<file path="config.mk">
export PLATFORM = sky130hd
export DESIGN_NAME = exu_wb_arbiter
export DESIGN_NICKNAME = d
export VERILOG_FILES = /design/src/rtl/exu_wb_arbiter.sv
export SDC_FILE = /design/constraint.sdc
export NUM_CORES = 1
export LEC_CHECK = 0
export ABC_AREA = 1
export CAP_MARGIN = 20
export CORE_UTILIZATION = 45
export DETAILED_ROUTE_END_ITERATION = 8
export PLACE_DENSITY = 0.74
export SLEW_MARGIN = 25
export SYNTH_ARGS = -nofsm -noshare
export SYNTH_HDL_FRONTEND = slang
export SYNTH_SLANG_ARGS = --single-unit
</file>
<file path="constraint.sdc">
create_clock -name clk -period 6.1 [get_ports clk]
set_clock_uncertainty 0.2 [all_clocks]
set_input_delay 0.915 -clock clk [delete_from_list [all_inputs] [get_ports clk]]
set_output_delay 0.915 -clock clk [all_outputs]
set_load 0.05 [all_outputs]
</file>
<file path="src/rtl/exu_wb_arbiter.sv">
// -----------------------------------------------------------------------------
// exu_wb_arbiter
//
// Shares the single register-file write port among the EXU result producers
// (index 0=ALU, 1=MUL, 2=DIV, 3=LSU). Each producer hands its result over
// through a valid/ready handshake into its own 1-entry hold buffer. A
// round-robin arbiter drains one occupied buffer per cycle onto a registered
// writeback bus that feeds the IDU1 register file and its WB forwarding path.
//
// Parameters
//   XLEN     data width of results and wb_data
//   NUM_SRC  number of producers
//
// Ports
//   clk          in   core clock
//   rst_n        in   asynchronous active-low reset
//   src_valid    in   [NUM_SRC]       producer i presents a result
//   src_data     in   [NUM_SRC*XLEN]  result of producer i, bits [i*XLEN +: XLEN]
//   src_rd_addr  in   [NUM_SRC*5]     destination register of producer i, bits [i*5 +: 5]
//   src_ready    out  [NUM_SRC]       hold buffer i can accept this cycle
//   wb_data      out  [XLEN]          writeback data (registered)
//   wb_rd_addr   out  [5]             writeback register index (registered)
//   wb_rd_wr_en  out                  writeback strobe, one cycle per write (registered)
//   wb_pending   out  [NUM_SRC]       hold buffer i occupied
//   wb_busy      out                  any hold buffer occupied
//
// Timing: a result accepted at edge C is granted at edge C+1 at the earliest,
// so wb_rd_wr_en is visible two cycles after src_valid was first presented.
// A buffer that is drained and refilled in the same cycle lets a lone
// producer sustain one result per cycle.
// -----------------------------------------------------------------------------
module exu_wb_arbiter #(
  parameter int XLEN    = 32,
  parameter int NUM_SRC = 4
) (
  input  logic                    clk,
  input  logic                    rst_n,
  input  logic [NUM_SRC-1:0]      src_valid,
  input  logic [NUM_SRC*XLEN-1:0] src_data,
  input  logic [NUM_SRC*5-1:0]    src_rd_addr,
  output logic [NUM_SRC-1:0]      src_ready,
  output logic [XLEN-1:0]         wb_data,
  output logic [4:0]              wb_rd_addr,
  output logic                    wb_rd_wr_en,
  output logic [NUM_SRC-1:0]      wb_pending,
  output logic                    wb_busy
);

  localparam int              PTR_W    = (NUM_SRC > 1) ? $clog2(NUM_SRC) : 1;
  localparam logic [PTR_W-1:0] LAST_IDX = PTR_W'(NUM_SRC - 1);

  // ---------------------------------------------------------------------------
  // State
  // ---------------------------------------------------------------------------
  logic [NUM_SRC-1:0] hold_v;                 // buffer i holds a result
  logic [XLEN-1:0]    hold_data [NUM_SRC];    // buffered result payloads
  logic [4:0]         hold_rd   [NUM_SRC];    // buffered destination indices
  logic [PTR_W-1:0]   rr_ptr;                 // first index searched next cycle

  // ---------------------------------------------------------------------------
  // Arbitration
  // ---------------------------------------------------------------------------
  logic [NUM_SRC-1:0] grant;
  logic               any_grant;
  logic [PTR_W-1:0]   win_idx;

  // Search from rr_ptr upward with wrap-around; the first occupied buffer
  // wins. Only registered state is looked at, so grant never depends on
  // this cycle's src_valid.
  always_comb begin : arb_search
    logic [PTR_W-1:0] cand;
    // NOTE: every variable written here gets a default first, so no path
    // through the loop can leave one unassigned and infer a latch.
    grant     = '0;
    any_grant = 1'b0;
    win_idx   = '0;
    cand      = '0;
    for (int k = 0; k < NUM_SRC; k++) begin
      cand = PTR_W'((int'(rr_ptr) + k) % NUM_SRC);
      if (!any_grant && hold_v[cand]) begin
        any_grant   = 1'b1;
        grant[cand] = 1'b1;
        win_idx     = cand;
      end
    end
  end

  // ---------------------------------------------------------------------------
  // Handshake
  // ---------------------------------------------------------------------------
  logic [NUM_SRC-1:0] accept;

  // A buffer can take a new result when it is empty or is being drained this
  // cycle. rst_n is folded in so producers see ready low for the whole reset
  // window; with hold_v cleared, ready would otherwise read high.
  assign src_ready = (~hold_v | grant) & {NUM_SRC{rst_n}};
  assign accept    = src_valid & src_ready;

  // Occupancy: a grant empties the buffer, an accept (possibly in the same
  // cycle) fills it again.
  always_ff @(posedge clk or negedge rst_n) begin
    if (!rst_n) begin
      hold_v <= '0;
    end else begin
      // NOTE: sequential state uses non-blocking assignments so every flop
      // samples the pre-edge values regardless of block evaluation order.
      hold_v <= (hold_v & ~grant) | accept;
    end
  end

  // Payload loads only on accept.
  // NOTE: the payload arrays have no reset; they are only ever observed
  // through hold_v, which is reset, so clearing them would add reset fan-out
  // for no functional effect.
  always_ff @(posedge clk) begin
    for (int i = 0; i < NUM_SRC; i++) begin
      if (accept[i]) begin
        hold_data[i] <= src_data[i*XLEN +: XLEN];
        hold_rd[i]   <= src_rd_addr[i*5 +: 5];
      end
    end
  end

  // Pointer moves to just past the winner; with no grant it holds so the
  // next occupied buffer in rotation order is searched first.
  always_ff @(posedge clk or negedge rst_n) begin
    if (!rst_n) begin
      rr_ptr <= '0;
    end else if (any_grant) begin
      rr_ptr <= (win_idx == LAST_IDX) ? '0 : win_idx + PTR_W'(1);
    end
  end

  // ---------------------------------------------------------------------------
  // Writeback register
  // ---------------------------------------------------------------------------
  logic [XLEN-1:0] win_data;
  logic [4:0]      win_rd;

  assign win_data = hold_data[win_idx];
  assign win_rd   = hold_rd[win_idx];

  // A granted x0 result still consumes its slot but produces no strobe, and
  // leaves data/addr untouched so the forwarding path keeps its last value.
  always_ff @(posedge clk or negedge rst_n) begin
    if (!rst_n) begin
      wb_data     <= '0;
      wb_rd_addr  <= '0;
      wb_rd_wr_en <= 1'b0;
    end else if (any_grant) begin
      wb_rd_wr_en <= (win_rd != 5'd0);
      if (win_rd != 5'd0) begin
        wb_data    <= win_data;
        wb_rd_addr <= win_rd;
      end
    end else begin
      wb_rd_wr_en <= 1'b0;
    end
  end

  // ---------------------------------------------------------------------------
  // Status
  // ---------------------------------------------------------------------------
  assign wb_pending = hold_v;
  assign wb_busy    = |hold_v;

endmodule

</file>
[After elaboration in Yosys (flattened, before gate mapping)]
Memory sizes are Yosys's and may differ from the RTL's. A register that Yosys moved wholly into a read port is not among the register bits.
Index checks and enable logic that the tools add are counted.
Storage, ports and cells
  register bits: 12
  bits of input ports: 154
  memories kept: 2
  memory bits (writable): 148
Cells by class
  add/subtract/negate cells: 4
  equality and inequality tests: 1
  reductions and logical operators: 14
  multiplexer cells: 38
  bitwise logic cells: 10
  order comparisons: 8
Memories
  hold_data: words 4, width 32, read ports 1, clocked after memory_dff 1, wr ports 4, RTL line 56  | logic [XLEN-1:0] hold_data [NUM_SRC];
  hold_rd: words 4, width 5, read ports 1, clocked after memory_dff 0, wr ports 4, RTL line 57  | logic [4:0] hold_rd [NUM_SRC];
Operator list (number)
  $mux W1: 21
  $or A4 B4 Y4: 5
  $mux W4: 4
  $and A4 B4 Y4: 3
  $lt A2 B3 Y1 const B: 4
  $mux W2: 5
  $bmux W1 S2: 4
  $demux W1 S2: 4
  $ge A2 B1 Y1 const B: 4
  $not A4 Y4: 2
  $logic_and A1 B1 Y1: 7
  $reduce_bool A5 Y1: 1
  $add A2 B1 Y2 const B: 2
  $add A2 B2 Y2 const B: 2
  $logic_not A1 Y1: 4
  $reduce_or A4 Y1: 1
  $eq A2 B2 Y1 const B: 1
  $reduce_and A2 Y1: 1

[Longest topological paths before layout]
  depth in word-level cells: 17
  gate-level depth with buffers: 20

[Least setup slack after synthesis]
No wires, ideal clock.
  path kind: register -> register
  start: reg rr_ptr[0]
  end: mem hold_data[2][0], enable pin
  period minus slack after synthesis: 5.035 ns
  arrival: 4.349 ns
  library setup time: 0.486 ns
  stages on the path, launching flop included: 12
  data required time: 5.414 ns
  setup slack: 1.065 ns
  cells stage by stage: dfrtp_1 > buf_6 > inv_4 > ha_1 > inv_1 > nand3_1 > nand2_2 > nor2_1 > inv_1 > o221ai_1 > a21oi_1 > nor3b_1
RTL lines
  start, declared: RTL line 58  | logic [PTR_W-1:0] rr_ptr;
  start signal, assigned: RTL line 130  | rr_ptr <= (win_idx == LAST_IDX) ? '0 : win_idx + PTR_W'(1);
  end, declared: RTL line 56

[Worst setup path after layout]
  start: reg rr_ptr[0]
  end: reg wb_data[25] (read register of hold_data)
On the way
  longest elaborated chain between the ends: 15
  elaborated cells on any way between the ends: 28
RTL lines
  parallel branches: the longest is 15 deep, another holds $mem_v2 Z4 W5
  end, declared: RTL line 42  | output logic [XLEN-1:0] wb_data,
Several ways; the timed one is not identified. The select of a mux whose other input is x is not followed.
A chain may end at the register's enable or synchronous reset.

==> impl.org <==
** Synth
- Xor and xnor area share after synthesis :: 0
- Sequential element share of the synthesized area :: 0.707
- The cell count after synthesis came out at 648.
- Cell Area, Synth :: 7850 um2
- Average footprint of a synthesized cell :: 12.1 um2
- Arithmetic-cell share of the synthesized area counting full adders, half adders and majority gates :: 0.00797
- For this run, the number of Yosys warnings is 0.
- In this run, synthesis produced a sequential element count of 192.
- The share of the synthesized area in compound gates (AO/OA/AOI/OAI) came to 0.0842.
- Dominant combinational cell family by area after synthesis :: simple AND/OR/NAND/NOR gates
- Synth Area in Simple Gates :: 0.162
- Net Count, Synth :: 807
- Multiplexer share of the synthesized area :: 0
- Unique masters post-synth :: 33

** STA
- The hold violation total from the final report was 0.
- Hold is met by 0.272 ns.
- Subtracting the final worst setup slack from the clock period gives 4.58 ns.
- For the pin with the worst max-slew slack, the measured transition is 1.01 ns.
- Max Transition Viols Final :: 0
- Setup repair after global routing left no endpoint under its margin.
- Accumulated negative setup slack :: 0 ns
- Headroom to the max-slew limit came out at 0.325.
- FMAX :: 218 MHz
- Setup violations remaining at the end of the flow were counted as 0.
- Of the available clock period, the critical path in the final layout requires 0.751.

** Setup path
- Worst setup path category :: flop to flop
- In this run the critical register-to-register path is launched from rr_ptr[0]$_DFFE_PN0P_.
- Worst-path maximum fanout :: 76
- Counting cells, the worst reg-to-reg path comes to 14.
- For the worst setup path, the data arrival time is 4.69 ns.
- STA classifies the critical path endpoint as a flop.
- Critical path startpoint category :: flop
- The setup check on the worst reg-to-reg path leaves a slack of 1.52 ns.
- Endpoint of the worst-slack reg-to-reg timing path :: wb_data[25]$_DFFE_PN0P_
- Worst endpoint required time :: 6.21 ns

** Clocking
- Clock network latency to the later pin of the worst-skew pair :: 0.42 ns
- The tree is rooted in a clkbuf_16.
- Post-cts hold buffer count :: 0
- TritonCTS built the clock tree.
- Maximum count of clock buffers along a single path :: 2
- For this design, the sink count on the clock tree is 192.
- Clock-pin slew of the registers on the worst-case setup and hold paths :: 0.07 ns
- Maximum level of the CTS H-tree :: 4
- TritonCTS buffer count :: 17
- Post-CTS Resized :: 0
- The number of setup buffers added after CTS is 0.

** Routing
- Routed wire length per instance :: 18.3 um
- Total met2 wirelength after detailed routing :: 10.2 mm
- Via density :: 5.33
- Total via count in the routed design :: 5,699
- DRC violation count after routing :: 0
- WL met3 :: 1.34 mm
- Initial drt markers :: 417
- Top routing layer in use :: met5
- The first TritonRoute pass finished after 6 iterations.
- Summed over all layers, the routed wires come to 19.6 mm.
- Number of nets still failing antenna checks after routing :: 0
- Met1 WL :: 7.52 mm

** Floorplan
- During I/O placement, the number of pins put on the boundary was 201.
- Num rows :: 47
- For this configuration, the core starts out at a cell density of 0.467.
- Measured along the x axis, the die boundary spans 134 um.
- The die covers 18,000 um2.
- The floorplan step set the die height to 134 um.
- Placeable core region :: 16,800 um2

** Run status
- Run status :: complete, no violations

** Layout
- At the end of the flow, the number of nets in the layout was 997.
- Highest-count cells in the layout ignoring fill and taps :: clkdlybuf4s50_1, edfxtp_1, nand2_1, o21ai_0, nand3_1
- Growth of design area from synthesis to finish :: 35.1%
- Fraction of layout instances using a drive strength above 1 :: 0.0941
- The library cell used most frequently in the layout, excluding fill and tap cells, is clkdlybuf4s50_1.
- The finished layout holds 1,070 standard cells, fillers aside.
- Diode count :: 0

** Worst hold path
- Counting instances, the worst hold path has a depth of 2.
- Worst Min Path Start :: wb_data[23]$_DFFE_PN0P_
- The tightest min-delay check is of the flop to flop type.
- Hold path endpoint :: wb_data[23]$_DFFE_PN0P_

** GRT
- First-pass GRT wire length :: 30.5 mm
- The number of global-route vias before repair is 5,808.
- Number of antenna violations at the first check in global routing :: 1
- Pin count of the biggest net entering global routing :: 77
- Global-route total usage across every layer :: 0.227
- GR Overflow Total :: 0

** Placement
- The count of buffers added on input and output ports is 200.
- Number of instances in the placed design :: 1,039
- Detailed placement ended at an HPWL of 13.2 mm.
- At the end of routability-driven placement, the weighted congestion stood at 0.881.

** Job
- Max-cap viol count :: 0
==> layer usage <==
layer	up-vias	global-route usage
met2	266	0.389
li1	2667	-
met1	2704	0.277
met5	-	0
met4	2	0.0974
met3	60	0.0510
==> logic make-up after synthesis <==
logic type	count (synthesis)
DFF	192
and+or+nand+nor	278
adders and majority gates	5
buffers and inverters	62
AOI/OAI and AO/OA	111
==> registers in the layout (all words and copies together) (netlist names) <==
| name | flops |
|---|---|
| hold_data | 128 |
| wb_data | 32 |
| hold_rd | 20 |
| wb_rd_addr | 5 |
| wb_pending | 4 |
| rr_ptr | 2 |
| wb_rd_wr_en | 1 |
==> area by class of cell <==
type | instances | area [um2]
Fill cell | 1283 | 6210
Sequential cell | 192 | 5550
Timing Repair Buffer | 208 | 2060
Multi-Input combinational cell | 394 | 2030
Clock buffer | 20 | 437
Tap cell | 220 | 275
Clock inverter | 11 | 165
Inverter | 25 | 100
==> Yosys cell counts <==
| master | number | area, um2 |
|---|---|---|
| inv_2 | 1 | 3.75 |
| or2_1 | 11 | 68.8 |
| nand3_1 | 64 | 320 |
| o221ai_1 | 3 | 26.3 |
| ha_1 | 5 | 62.6 |
| a21boi_0 | 1 | 7.51 |
| a211oi_1 | 1 | 7.51 |
| o211ai_1 | 33 | 248 |
| inv_4 | 2 | 12.5 |
| clkbuf_1 | 14 | 52.6 |
| buf_8 | 1 | 15.0 |
| nor3b_1 | 3 | 22.5 |
| edfxtp_1 | 148 | 4440 |
| buf_4 | 5 | 37.5 |
| clkbuf_2 | 1 | 5.00 |
| buf_2 | 8 | 40.0 |
| buf_6 | 4 | 45.0 |
| nand2_4 | 1 | 11.3 |
| nor4_1 | 1 | 6.26 |
| nand2_2 | 6 | 37.5 |
| nand3_2 | 1 | 10.0 |
| dfrtp_1 | 44 | 1100 |
| o21bai_2 | 1 | 11.3 |
| buf_1 | 4 | 15.0 |
| a21oi_1 | 7 | 35.0 |
| nor2_1 | 48 | 180 |
| nand4_2 | 1 | 12.5 |
| inv_1 | 22 | 82.6 |
| or2_2 | 25 | 156 |
| o21ai_0 | 65 | 325 |
| nor3_1 | 1 | 5.00 |
| nand2_1 | 114 | 428 |
| nor2_2 | 2 | 12.5 |
==> metrics by stage <==
step | utilization | cell area [um2] | worst slack [ns]
2_1_floorplan | - | 7850 | 1.06
3_3_place_gp | 0.594 | 10000 | 1.76
3_5_place_dp | 0.595 | 10000 | 1.78
4_1_cts | 0.631 | 10600 | 1.59
5_1_grt | 0.631 | 10600 | 1.04
6_report | 0.631 | 10600 | 1.52
==> how the worst max path moves through the flow <==
| stage | from | endpoint | slack (ns) | depth (start not counted) |
|---|---|---|---|---|
| 2_1_floorplan | rr_ptr[0]$_DFFE_PN0P_ | hold_data[2][0]$_DFFE_PP_ | 1.06 | 11 |
| 3_3_place_gp | rr_ptr[0]$_DFFE_PN0P_ | wb_data[19]$_DFFE_PN0P_ | 1.76 | 14 |
| 3_5_place_dp | rr_ptr[0]$_DFFE_PN0P_ | wb_data[15]$_DFFE_PN0P_ | 1.78 | 16 |
| 4_1_cts | rr_ptr[0]$_DFFE_PN0P_ | src_ready[1] | 1.59 | 11 |
| 5_1_grt | rr_ptr[0]$_DFFE_PN0P_ | wb_data[25]$_DFFE_PN0P_ | 1.04 | 14 |
| 6_report | rr_ptr[0]$_DFFE_PN0P_ | wb_data[25]$_DFFE_PN0P_ | 1.52 | 14 |
==> worst max-delay path, cell delays in order (launching register included) <==
cell and delay [ns]:
dfrtp_1 0.63, inv_4 0.11, ha_1 0.36, inv_1 0.11
nand3_1 0.09, nand2_2 0.12, nor2_1 0.09, nor2_1 0.09
nand2_1 0.26, nand2_4 0.59, clkinv_2 0.92, o211ai_1 0.47
o21ai_0 0.17, nand3_1 0.12, nand2_1 0.07
Power is left out: the tool's default activity adds up to more than one toggle a clock period on the data nets, which glitch-free logic cannot reach.
